===== src/rtl/osd_pkg.sv =====
// Shared OSD definitions: mixing modes used by the window mixer and the
// OSD register-file block.
package osd_pkg;

   typedef enum logic [1:0] {
      OSD_MODE_OPAQUE = 2'd0,
      OSD_MODE_BLEND  = 2'd1,
      OSD_MODE_KEY    = 2'd2,
      OSD_MODE_RSVD   = 2'd3
   } osd_mode_e;

endpackage


===== src/rtl/osd_delay_line.sv =====
// Stallable fixed-depth delay line with a programmable reset word.
// DEPTH = 0 degenerates to a plain wire.
module osd_delay_line #(
   parameter int WIDTH = 1,
   parameter int DEPTH = 1
) (
   input  logic             clk_pixel,
   input  logic             rst,
   input  logic             ena,
   input  logic [WIDTH-1:0] RST_VALUE,
   input  logic [WIDTH-1:0] in,
   output logic [WIDTH-1:0] out
);

   generate
      if (DEPTH == 0) begin : g_wire
         logic unused_ctrl;
         assign unused_ctrl = ^{clk_pixel, rst, ena, RST_VALUE};
         assign out = in;
      end else begin : g_pipe
         logic [DEPTH-1:0][WIDTH-1:0] tap_q;

         // shift one tap per enabled pixel
         always_ff @(posedge clk_pixel) begin
            if (rst) begin
               tap_q <= {DEPTH{RST_VALUE}};
            end else if (ena) begin
               tap_q[0] <= in;
               for (int i = 1; i < DEPTH; i++) tap_q[i] <= tap_q[i-1];
            end
         end

         assign out = tap_q[DEPTH-1];
      end
   endgenerate

endmodule


===== src/rtl/osd_window_mixer.sv =====
// OSD window overlay stage: raster tracking, window-relative coordinates to an
// external OSD source, and opaque/blend/key mixing realigned to the video.
module osd_window_mixer
   import osd_pkg::*;
#(
   parameter int C_color_bits  = 8,
   parameter int C_x_bits      = 11,
   parameter int C_y_bits      = 11,
   parameter int C_src_latency = 1
) (
   input  logic                      clk_pixel,
   input  logic                      rst,
   input  logic                      clk_pixel_ena,
   input  logic [C_color_bits-1:0]   i_r,
   input  logic [C_color_bits-1:0]   i_g,
   input  logic [C_color_bits-1:0]   i_b,
   input  logic                      i_hsync,
   input  logic                      i_vsync,
   input  logic                      i_blank,
   input  logic [C_x_bits-1:0]       cfg_x_start,
   input  logic [C_x_bits-1:0]       cfg_x_stop,
   input  logic [C_y_bits-1:0]       cfg_y_start,
   input  logic [C_y_bits-1:0]       cfg_y_stop,
   input  logic                      cfg_en,
   input  logic [1:0]                cfg_mode,
   input  logic [3*C_color_bits-1:0] cfg_key,
   output logic [C_x_bits-1:0]       o_osd_x,
   output logic [C_y_bits-1:0]       o_osd_y,
   output logic                      o_osd_valid,
   input  logic [C_color_bits-1:0]   i_osd_r,
   input  logic [C_color_bits-1:0]   i_osd_g,
   input  logic [C_color_bits-1:0]   i_osd_b,
   output logic [C_color_bits-1:0]   o_r,
   output logic [C_color_bits-1:0]   o_g,
   output logic [C_color_bits-1:0]   o_b,
   output logic                      o_hsync,
   output logic                      o_vsync,
   output logic                      o_blank
);

   localparam int CB = C_color_bits;
   localparam int DW = 3*CB + 4;
   localparam logic [DW-1:0] DL_RST = DW'(2);  // blank=1, in_win=0

   // stage 0: raster counters and frame-start shadows
   logic [C_x_bits-1:0]  x_cnt_q, x_cnt_d, sh_xs_q, sh_xe_q, xs, xe, osd_x_q;
   logic [C_y_bits-1:0]  y_cnt_q, y_cnt_d, y_cur, sh_ys_q, sh_ye_q, ys, ye, osd_y_q;
   logic                 act_q, vs_q, vs_rise, sh_en_q, win_en, in_win, osd_vld_q;
   osd_mode_e            sh_mode_q;
   logic [3*CB-1:0]      sh_key_q;

   // A vsync edge coinciding with a pixel must already use the new frame's
   // window and row 0, so the shadow inputs are bypassed on that cycle.
   assign vs_rise = i_vsync & ~vs_q;
   assign xs      = vs_rise ? cfg_x_start : sh_xs_q;
   assign xe      = vs_rise ? cfg_x_stop  : sh_xe_q;
   assign ys      = vs_rise ? cfg_y_start : sh_ys_q;
   assign ye      = vs_rise ? cfg_y_stop  : sh_ye_q;
   assign win_en  = vs_rise ? cfg_en      : sh_en_q;
   assign y_cur   = vs_rise ? '0          : y_cnt_q;

   assign in_win = ~i_blank & win_en & (x_cnt_q >= xs) & (x_cnt_q < xe) &
                   (y_cur >= ys) & (y_cur < ye);

   // saturating counter next-state
   always_comb begin
      x_cnt_d = x_cnt_q;
      y_cnt_d = y_cnt_q;
      if (i_blank)              x_cnt_d = '0;
      else if (x_cnt_q != '1)   x_cnt_d = x_cnt_q + 1'b1;
      if (vs_rise)              y_cnt_d = '0;
      else if (act_q && i_blank && y_cnt_q != '1) y_cnt_d = y_cnt_q + 1'b1;
   end

   // counters, shadows and the coordinate register
   always_ff @(posedge clk_pixel) begin
      if (rst) begin
         x_cnt_q   <= '0;
         y_cnt_q   <= '0;
         act_q     <= 1'b0;
         vs_q      <= 1'b0;
         sh_xs_q   <= '0;
         sh_xe_q   <= '0;
         sh_ys_q   <= '0;
         sh_ye_q   <= '0;
         sh_en_q   <= 1'b0;
         sh_mode_q <= OSD_MODE_OPAQUE;
         sh_key_q  <= '0;
         osd_x_q   <= '0;
         osd_y_q   <= '0;
         osd_vld_q <= 1'b0;
      end else if (clk_pixel_ena) begin
         x_cnt_q <= x_cnt_d;
         y_cnt_q <= y_cnt_d;
         act_q   <= ~i_blank;
         vs_q    <= i_vsync;
         if (vs_rise) begin
            sh_xs_q   <= cfg_x_start;
            sh_xe_q   <= cfg_x_stop;
            sh_ys_q   <= cfg_y_start;
            sh_ye_q   <= cfg_y_stop;
            sh_en_q   <= cfg_en;
            sh_mode_q <= osd_mode_e'(cfg_mode);
            sh_key_q  <= cfg_key;
         end
         osd_vld_q <= in_win;
         osd_x_q   <= in_win ? x_cnt_q - xs : '0;
         osd_y_q   <= in_win ? y_cur - ys   : '0;
      end
   end

   assign o_osd_x     = osd_x_q;
   assign o_osd_y     = osd_y_q;
   assign o_osd_valid = osd_vld_q;

   // realign video and window flag with the OSD source return
   logic [DW-1:0]   dl_out;
   logic [CB-1:0]   d_r, d_g, d_b;
   logic            d_hs, d_vs, d_blank, d_win;

   osd_delay_line #(.WIDTH(DW), .DEPTH(1 + C_src_latency)) u_dly (
      .clk_pixel (clk_pixel),
      .rst       (rst),
      .ena       (clk_pixel_ena),
      .RST_VALUE (DL_RST),
      .in        ({i_r, i_g, i_b, i_hsync, i_vsync, i_blank, in_win}),
      .out       (dl_out)
   );

   assign {d_r, d_g, d_b, d_hs, d_vs, d_blank, d_win} = dl_out;

   // mixing
   logic [CB:0]   sum_r, sum_g, sum_b;
   logic [CB-1:0] mix_r, mix_g, mix_b;
   logic [CB-1:0] r_q, g_q, b_q;
   logic          hs_q, vs_o_q, blank_q;

   assign sum_r = {1'b0, d_r} + {1'b0, i_osd_r};
   assign sum_g = {1'b0, d_g} + {1'b0, i_osd_g};
   assign sum_b = {1'b0, d_b} + {1'b0, i_osd_b};

   // select overlay colour inside the window, pass video elsewhere
   always_comb begin
      mix_r = d_r;
      mix_g = d_g;
      mix_b = d_b;
      if (d_win) begin
         case (sh_mode_q)
            OSD_MODE_BLEND: begin
               mix_r = sum_r[CB:1];
               mix_g = sum_g[CB:1];
               mix_b = sum_b[CB:1];
            end
            OSD_MODE_KEY: begin
               if ({i_osd_r, i_osd_g, i_osd_b} != sh_key_q) begin
                  mix_r = i_osd_r;
                  mix_g = i_osd_g;
                  mix_b = i_osd_b;
               end
            end
            default: begin
               mix_r = i_osd_r;
               mix_g = i_osd_g;
               mix_b = i_osd_b;
            end
         endcase
      end
   end

   // output register
   always_ff @(posedge clk_pixel) begin
      if (rst) begin
         r_q     <= '0;
         g_q     <= '0;
         b_q     <= '0;
         hs_q    <= 1'b0;
         vs_o_q  <= 1'b0;
         blank_q <= 1'b1;
      end else if (clk_pixel_ena) begin
         r_q     <= mix_r;
         g_q     <= mix_g;
         b_q     <= mix_b;
         hs_q    <= d_hs;
         vs_o_q  <= d_vs;
         blank_q <= d_blank;
      end
   end

   assign o_r     = r_q;
   assign o_g     = g_q;
   assign o_b     = b_q;
   assign o_hsync = hs_q;
   assign o_vsync = vs_o_q;
   assign o_blank = blank_q;

endmodule


===== config.mk =====
export PLATFORM = sky130hd
export DESIGN_NAME = osd_window_mixer
export DESIGN_NICKNAME = d
export VERILOG_FILES = /design/src/rtl/osd_pkg.sv /design/src/rtl/osd_delay_line.sv /design/src/rtl/osd_window_mixer.sv
export SDC_FILE = /design/constraint.sdc
export NUM_CORES = 1
export LEC_CHECK = 0
export ABC_AREA = 1
export BUFFER_PORTS_ARGS = -buffer_cell sky130_fd_sc_hd__buf_2
export CAP_MARGIN = 10
export CORE_MARGIN = 4
export CORE_UTILIZATION = 49
export DETAILED_ROUTE_END_ITERATION = 8
export GPL_ROUTABILITY_DRIVEN = 0
export PLACE_DENSITY = 0.7
export SYNTH_ARGS = -nofsm -noshare
export SYNTH_HDL_FRONTEND = slang
export SYNTH_HIERARCHICAL = 1
export SYNTH_SLANG_ARGS = --single-unit

===== constraint.sdc =====
create_clock -name clk_pixel -period 6.61 [get_ports clk_pixel]
set_clock_uncertainty 0.2 [all_clocks]
set_input_delay 0 -clock clk_pixel [delete_from_list [all_inputs] [get_ports clk_pixel]]
set_output_delay 0 -clock clk_pixel [all_outputs]
set_load 0.01 [all_outputs]

==> results of run 1 <==
-- tightest hold or removal path: cells and delay by family --
| family | cells | cell delay (ns) |
|---|---|---|
| compound gates | 1 | 0.06 |
| simple gates | 1 | 0.06 |
| buf+inv | 2 | 0.63 |
-- cells by family after synthesis --
| kind of cell | after synthesis |
|---|---|
| AOI/OAI and AO/OA | 357 |
| xor gates and xnor gates | 40 |
| adders and majority gates | 71 |
| buffers and inverters | 268 |
| DFF | 201 |
| muxes | 20 |
| other | 2 |
| and+or+nand+nor | 754 |
-- through the flow --
step	power, W	hold slack, ns	std cells
after global placement	0.002003	0.03316	2143
after detailed placement	0.002015	0.02980	2143
after CTS	0.003278	0.03393	2312
after floorplan	0.001853	-0.06510	1739
final	0.003268	0.06068	2312
after global routing	0.003435	0.06049	2312
-- repair_timing --
action,4_1_cts,5_1_grt
endpoints found under the setup margin,0,0
endpoints found under the hold margin,157,0
setup buffers,0,0
hold buffers,127,0
-- power groups by stage --
stage	Clock [W]	Sequential [W]	Combinational (W)
after floorplan	0	0.00141	0.000441
after global routing	0.00129	0.00141	0.000732
after global placement	0	0.00143	0.000572
after detailed placement	0	0.00143	0.000582
after CTS	0.00123	0.00141	0.000645
final	0.00120	0.00141	0.000655
-- cell type report --
class                   count  area, µm²
well taps                 324      405.4
repair buffers            310       2210
multi-input cells        1270       6601
clock buffers              28      594.3
fillers                  2219       9344
flip-flops and latches    201       4584
inverters                 165      620.6
clock inverters            14      102.6
-- cells in the mapped netlist (all sizes together) --
master  number
a211oi       3
a21o         6
a21oi      171
a31o         1
a31oi        1
and3         1
buf         49
clkbuf      54
clkinv       1
conb         2
dfxtp      145
edfxtp      56
fa           5
ha          66
inv        164
mux2i       20
nand2      386
nand3      102
nand3b      15
nand4        7
nor2       215
nor3        17
nor3b        3
nor4         4
o211ai       4
o21a         3
o21ai      160
o21bai       2
o22ai        4
o311ai       1
o31ai        1
or2          4
xnor2       22
xor2        18
-- layer usage --
metal,track usage,routed length (µm),vias up
li1,-,-,6100
met1,0.3597,16650,5552
met3,0.04642,2716,74
met4,0.07826,1028,0
met5,0,0,-
met2,0.3869,15660,456
-- path summary, 6_finish.rpt --
kind	start	endpoint	depth (start not counted)
worst max-delay path	vs_q	o_osd_x[1]	16
worst min-delay path	cfg_x_stop[3]	sh_xe_q[3]	4
worst max register to register	vs_q	o_osd_x[1]	16
worst min register to register	u_dly/out[1]	o_blank	2
==> impl_metrics.ini, run 1 <==
[run_status]
status = finished, final reports clean

[finish]
diodes = 0
final_common_cell = nand2_1
area_delta_synth_final_pct = 23.12
nets = 2167
postLayoutCoreUtil = 0.6180
layout_common_cells = nand2_1 (384), nor2_1 (194), buf_2 (174)
drive_gt1_frac = 0.1278
stdcell_area_um2 = 15120

[worst_setup_path]
worst-path-max-fanout = 48
arrival_ns = 4.83
cp-start-kind = register
worst-path-buf-inv = 3
critPathTopFamily = simple AND/OR/NAND/NOR gates
cp_slowest_cell = dlygate4sd3_1
ff2ff_setup_slack_ns = 2.05
crit_type = reg -> reg
cpPeakStageDelay_ns = 0.57
cp-end-kind = register
cp.required_ns = 6.87
crit_chain = inv_1, nand2_2, buf_4, o21ai_0, ha_1, nand2_1, o21ai_0, nand4_1, nand3_1, nand3_1, nand2_1, nand4_4, nor2_2, nor2_1, nor2_1, dlygate4sd3_1

[logic_synthesis]
synth.mux.area_fraction = 0.01630
synth_compound_area_frac = 0.1511
synth-simple-area-share = 0.2571
synth_top_cell_area_share = 0.2364
synthTopCellsByArea = dfxtp_1 (24%), edfxtp_1 (14%), nand2_1 (12%), a21oi_1 (7.0%), ha_1 (6.7%)
ys_seq_area_frac = 0.3733
synth_area_um2 = 12280
synth_xor_area_frac = 0.02853
synth_largest_area_cell = dfxtp_1
avgSynthCellArea_um2 = 7.168
ys_ff_latch = 201
ys_warn_count = 6
synthAdderAreaFrac = 0.07540
synth_cell_type_count = 42
synth_cells = 1713
synth_top_family_by_area = simple AND/OR/NAND/NOR gates

[timing]
relSlewSlack = 0.2357
slew_violations = 0
period_needed_ns = 4.565
hold_viol_final = 0
rsz0062_at_grt = no
fin_ws_ns = 2.045
setup_viol_count_final = 0
fmax_mhz = 219.1
tns_ns = 0
period_share = 0.6906
tightest_slew_ns = 1.144

[floorplan]
die_h_um = 166.3
row_count = 57
dieArea_um2 = 27660
start_util = 0.5020
io_pins = 175
coreArea_um2 = 24460
die_w_um = 166.3

[power]
power.share.sequential = 0.431
ir_drop_mv = 0.1402
pwr-share-clk = 0.369
p_int_w = 0.002298
combPwrFrac = 0.201
powerDensity_nw_per_um2 = 216.2
swShare = 0.2969
p_sw_w = 0.0009703
p_leak_nw = 7.065

[clocking]
clk_pin_slew_ns = 0.06
clock-sinks = 201
numCtsBuffers = 23
post_cts_resized = 0
cts_tree = built
cts_max_level = 1
clk_latency_ns = 0.52
cts-root-buf = clkbuf_16
clockBufferDepth = 3

[global_routing]
grt-ovfl-total = 0
antenna_found_initial = 0
grt_util_all_layers = 0.2513
grt_pass1_vias = 11540
grt_max_degree = 100
grt_pass1_wl_mm = 58.66

[route]
via_per_inst = 5.269
drc = 0
firstDrtPassIters = 5
vias = 12182
wl_per_cell_um = 15.59
drtIter0Drc = 1155
ant_nets = 0
routed_wl_mm = 36.05

[place]
io_buffers = 174
dp_slack_ns = 2.642
dpl.hpwl_mm = 24.62
dpl-instance-area_um2 = 13150

[run]
maxCapViolations = 0

[hold_path]
hp-class = in -> reg
No activity file was read; power rests on OpenSTA's default activity.
==> run 2: changes to the inputs <==
--- a/config.mk
+++ b/config.mk
@@ -5,7 +5,7 @@
 export SDC_FILE = /design/constraint.sdc
 export NUM_CORES = 1
 export LEC_CHECK = 0
-export ABC_AREA = 1
+export ABC_AREA = 0
 export BUFFER_PORTS_ARGS = -buffer_cell sky130_fd_sc_hd__buf_2
 export CAP_MARGIN = 10
 export CORE_MARGIN = 4
==> constraint.sdc (replaced) <==
create_clock -name clk_pixel -period 4.8 [get_ports clk_pixel]
set_clock_uncertainty 0.2 [all_clocks]
set_input_delay 0 -clock clk_pixel [delete_from_list [all_inputs] [get_ports clk_pixel]]
set_output_delay 0 -clock clk_pixel [all_outputs]
set_load 0.01 [all_outputs]
==> run 2 against run 1 <==
  * Sequential power up 37%
  * Sequential cell count unchanged
  * Die area down 3.1%
  * Final area up 1.1%
  * Largest power group unchanged
  * Highest routed layer unchanged
==> impl_metrics.ini, run 2 <==
[run_status]
status = finished, final reports clean

[route]
drc = 0
via_per_inst = 5.501
wl_per_cell_um = 17.20
drtIter0Drc = 838
firstDrtPassIters = 8
vias = 10864
ant_nets = 0
routed_wl_mm = 33.96

[clocking]
cts_setup_buffers = 0
clock-sinks = 201
clockBufferDepth = 3
cts-root-buf = clkbuf_16
numCtsBuffers = 24
cts_tree = built
cts_hold_buf = 149
clk_pin_slew_ns = 0.06
post_cts_resized = 0
cts_max_level = 1
clk_latency_ns = 0.52

[timing]
hold_viol_final = 0
relSlewSlack = 0.4063
setup_viol_count_final = 0
tightest_slew_ns = 0.8905
period_needed_ns = 4.242
period_share = 0.8837
rsz0062_at_grt = no
fmax_mhz = 235.8
tns_ns = 0
slew_violations = 0

[place]
io_buffers = 174
dpl-instance-area_um2 = 12950
dpl.hpwl_mm = 22.97

[worst_setup_path]
arrival_ns = 4.48
cp.required_ns = 5.04
crit_type = reg -> reg
cp-end-kind = register
worst-path-max-fanout = 21
cp-start-kind = register

[power]
ir_drop_mv = 0.2587
power.total_w = 0.004753
p_leak_nw = 6.521
powerDensity_nw_per_um2 = 310.8

[logic_synthesis]
synth_largest_area_cell = dfxtp_1
synth_cells = 1319
ys_ff_latch = 201
ys_warn_count = 6
synthTopCellsByCount = nand2_1 (226), dfxtp_1 (145), a21oi_1 (128)
synth_most_common_cell = nand2_1
synth_enable_flop_cells = 56
synth_cell_type_count = 66
ys_async_sr_fraction = 0
synthTopCellsByArea = dfxtp_1 (24%), edfxtp_1 (14%), nand2_1 (7.1%), ha_1 (7.0%), a21oi_1 (5.4%)
ys_seq_area_frac = 0.3860
synth_top_cell_area_share = 0.2444
synth_flop_cell = dfxtp_1
synth_area_um2 = 11880
avgSynthCellArea_um2 = 9.003

[floorplan]
coreArea_um2 = 23680
die_h_um = 163.7
die_w_um = 163.7
row_count = 56
dieArea_um2 = 26790
io_pins = 175
start_util = 0.5014

[global_routing]
top_usage_layer = met2
grt_pass1_wl_mm = 53.49
met2_usage = 0.3993
grt-ovfl-total = 0
grt.met3_usage = 0.04895
grt_util_all_layers = 0.2470
antenna_found_initial = 0
grt_util_met1 = 0.3340
grt_pass1_vias = 10388
grt_max_degree = 73

[finish]
fillers = 2027
drive_gt1_frac = 0.1824
nets = 1834
area_delta_synth_final_pct = 28.76
layout_common_cells = nand2_1 (225), buf_2 (173), dlygate4sd3_1 (149)
final_common_cell = nand2_1
stdcell_area_um2 = 15290
diodes = 0

[run]
maxCapViolations = 0

[hold_path]
hp-class = in -> reg
==> run 2: changes by cell type after synthesis, sizes merged, moves of 23 or more <==
cell,previous run,this run
a21oi,171,128
inv,164,20
mux2,0,62
mux2i,20,50
nand2,386,226
nand3,102,22
nor2,215,85
o21ai,160,59
xor2,18,41
==> run 2: critical path, stage by stage, from the launching register on <==
cell and delay [ns]:
dfxtp_1 0.35, nor2b_4 0.59, buf_4 0.32, mux2i_1 0.22
ha_1 0.31, nor2_1 0.11, a21oi_1 0.28, o22ai_1 0.13
or4_1 0.46, nor3_4 0.64, nand3_1 0.32, o21ai_0 0.23
==> run 2: metal layers <==
| metal | up-vias | routed length (µm) |
|---|---|---|
| met3 | 72 | 2508 |
| met1 | 5065 | 14860 |
| met4 | 0 | 999 |
| met5 | - | 0 |
| met2 | 395 | 15590 |
| li1 | 5332 | - |
==> run 2: metrics by stage <==
| stage | worst slack [ns] | hold WS (ns) | util | std cells |
|---|---|---|---|---|
| floorplan | 0.8586 | -0.06404 | - | 1373 |
| global placement | 0.7157 | 0.04513 | 0.5467 | 1782 |
| detailed placement | 0.6304 | 0.04460 | 0.5467 | 1782 |
| CTS | 0.6163 | 0.04817 | 0.6457 | 1975 |
| global route | 0.2302 | 0.08036 | 0.6457 | 1975 |
| finish | 0.5585 | 0.07262 | 0.6457 | 1975 |
==> run 2: final timing paths <==
check	depth (start not counted)	slack (ns)	to	from
worst min register to register	2	0.25	sh_xe_q[0]	sh_xe_q[0]
worst max register to register	11	0.56	o_osd_y[10]	vs_q
worst min-delay path	4	0.07	sh_key_q[23]	cfg_key[23]
worst max-delay path	11	0.56	o_osd_y[10]	vs_q
==> run 2: report_power, final <==
| part | switching (W) | internal (W) | leakage (nW) |
|---|---|---|---|
| Sequential | 0.0000710 | 0.00186 | 1.75 |
| Combinational | 0.000468 | 0.000421 | 4.34 |
| Clock | 0.000727 | 0.00121 | 0.427 |
| Total | 0.00127 | 0.00349 | 6.52 |
==> run 2: cell families after synthesis <==
logic type      synth area share
simple gates              0.1675
compound gates            0.1654
flops                     0.3860
buf+inv                  0.05026
mux                       0.1101
fa+ha+maj                0.07797
xor+xnor                 0.04204
other cells            0.0006324
==> run 2: cell type report <==
class                   instances  area, µm²  area share
multi-input cells            1053       6907      0.4517
clock buffers                  28      666.9     0.04361
repair buffers                336       2466      0.1613
flip-flops and latches        201       4584      0.2998
inverters                      22      82.58    0.005401
well taps                     319      399.1     0.02610
clock inverters                16      185.2     0.01211
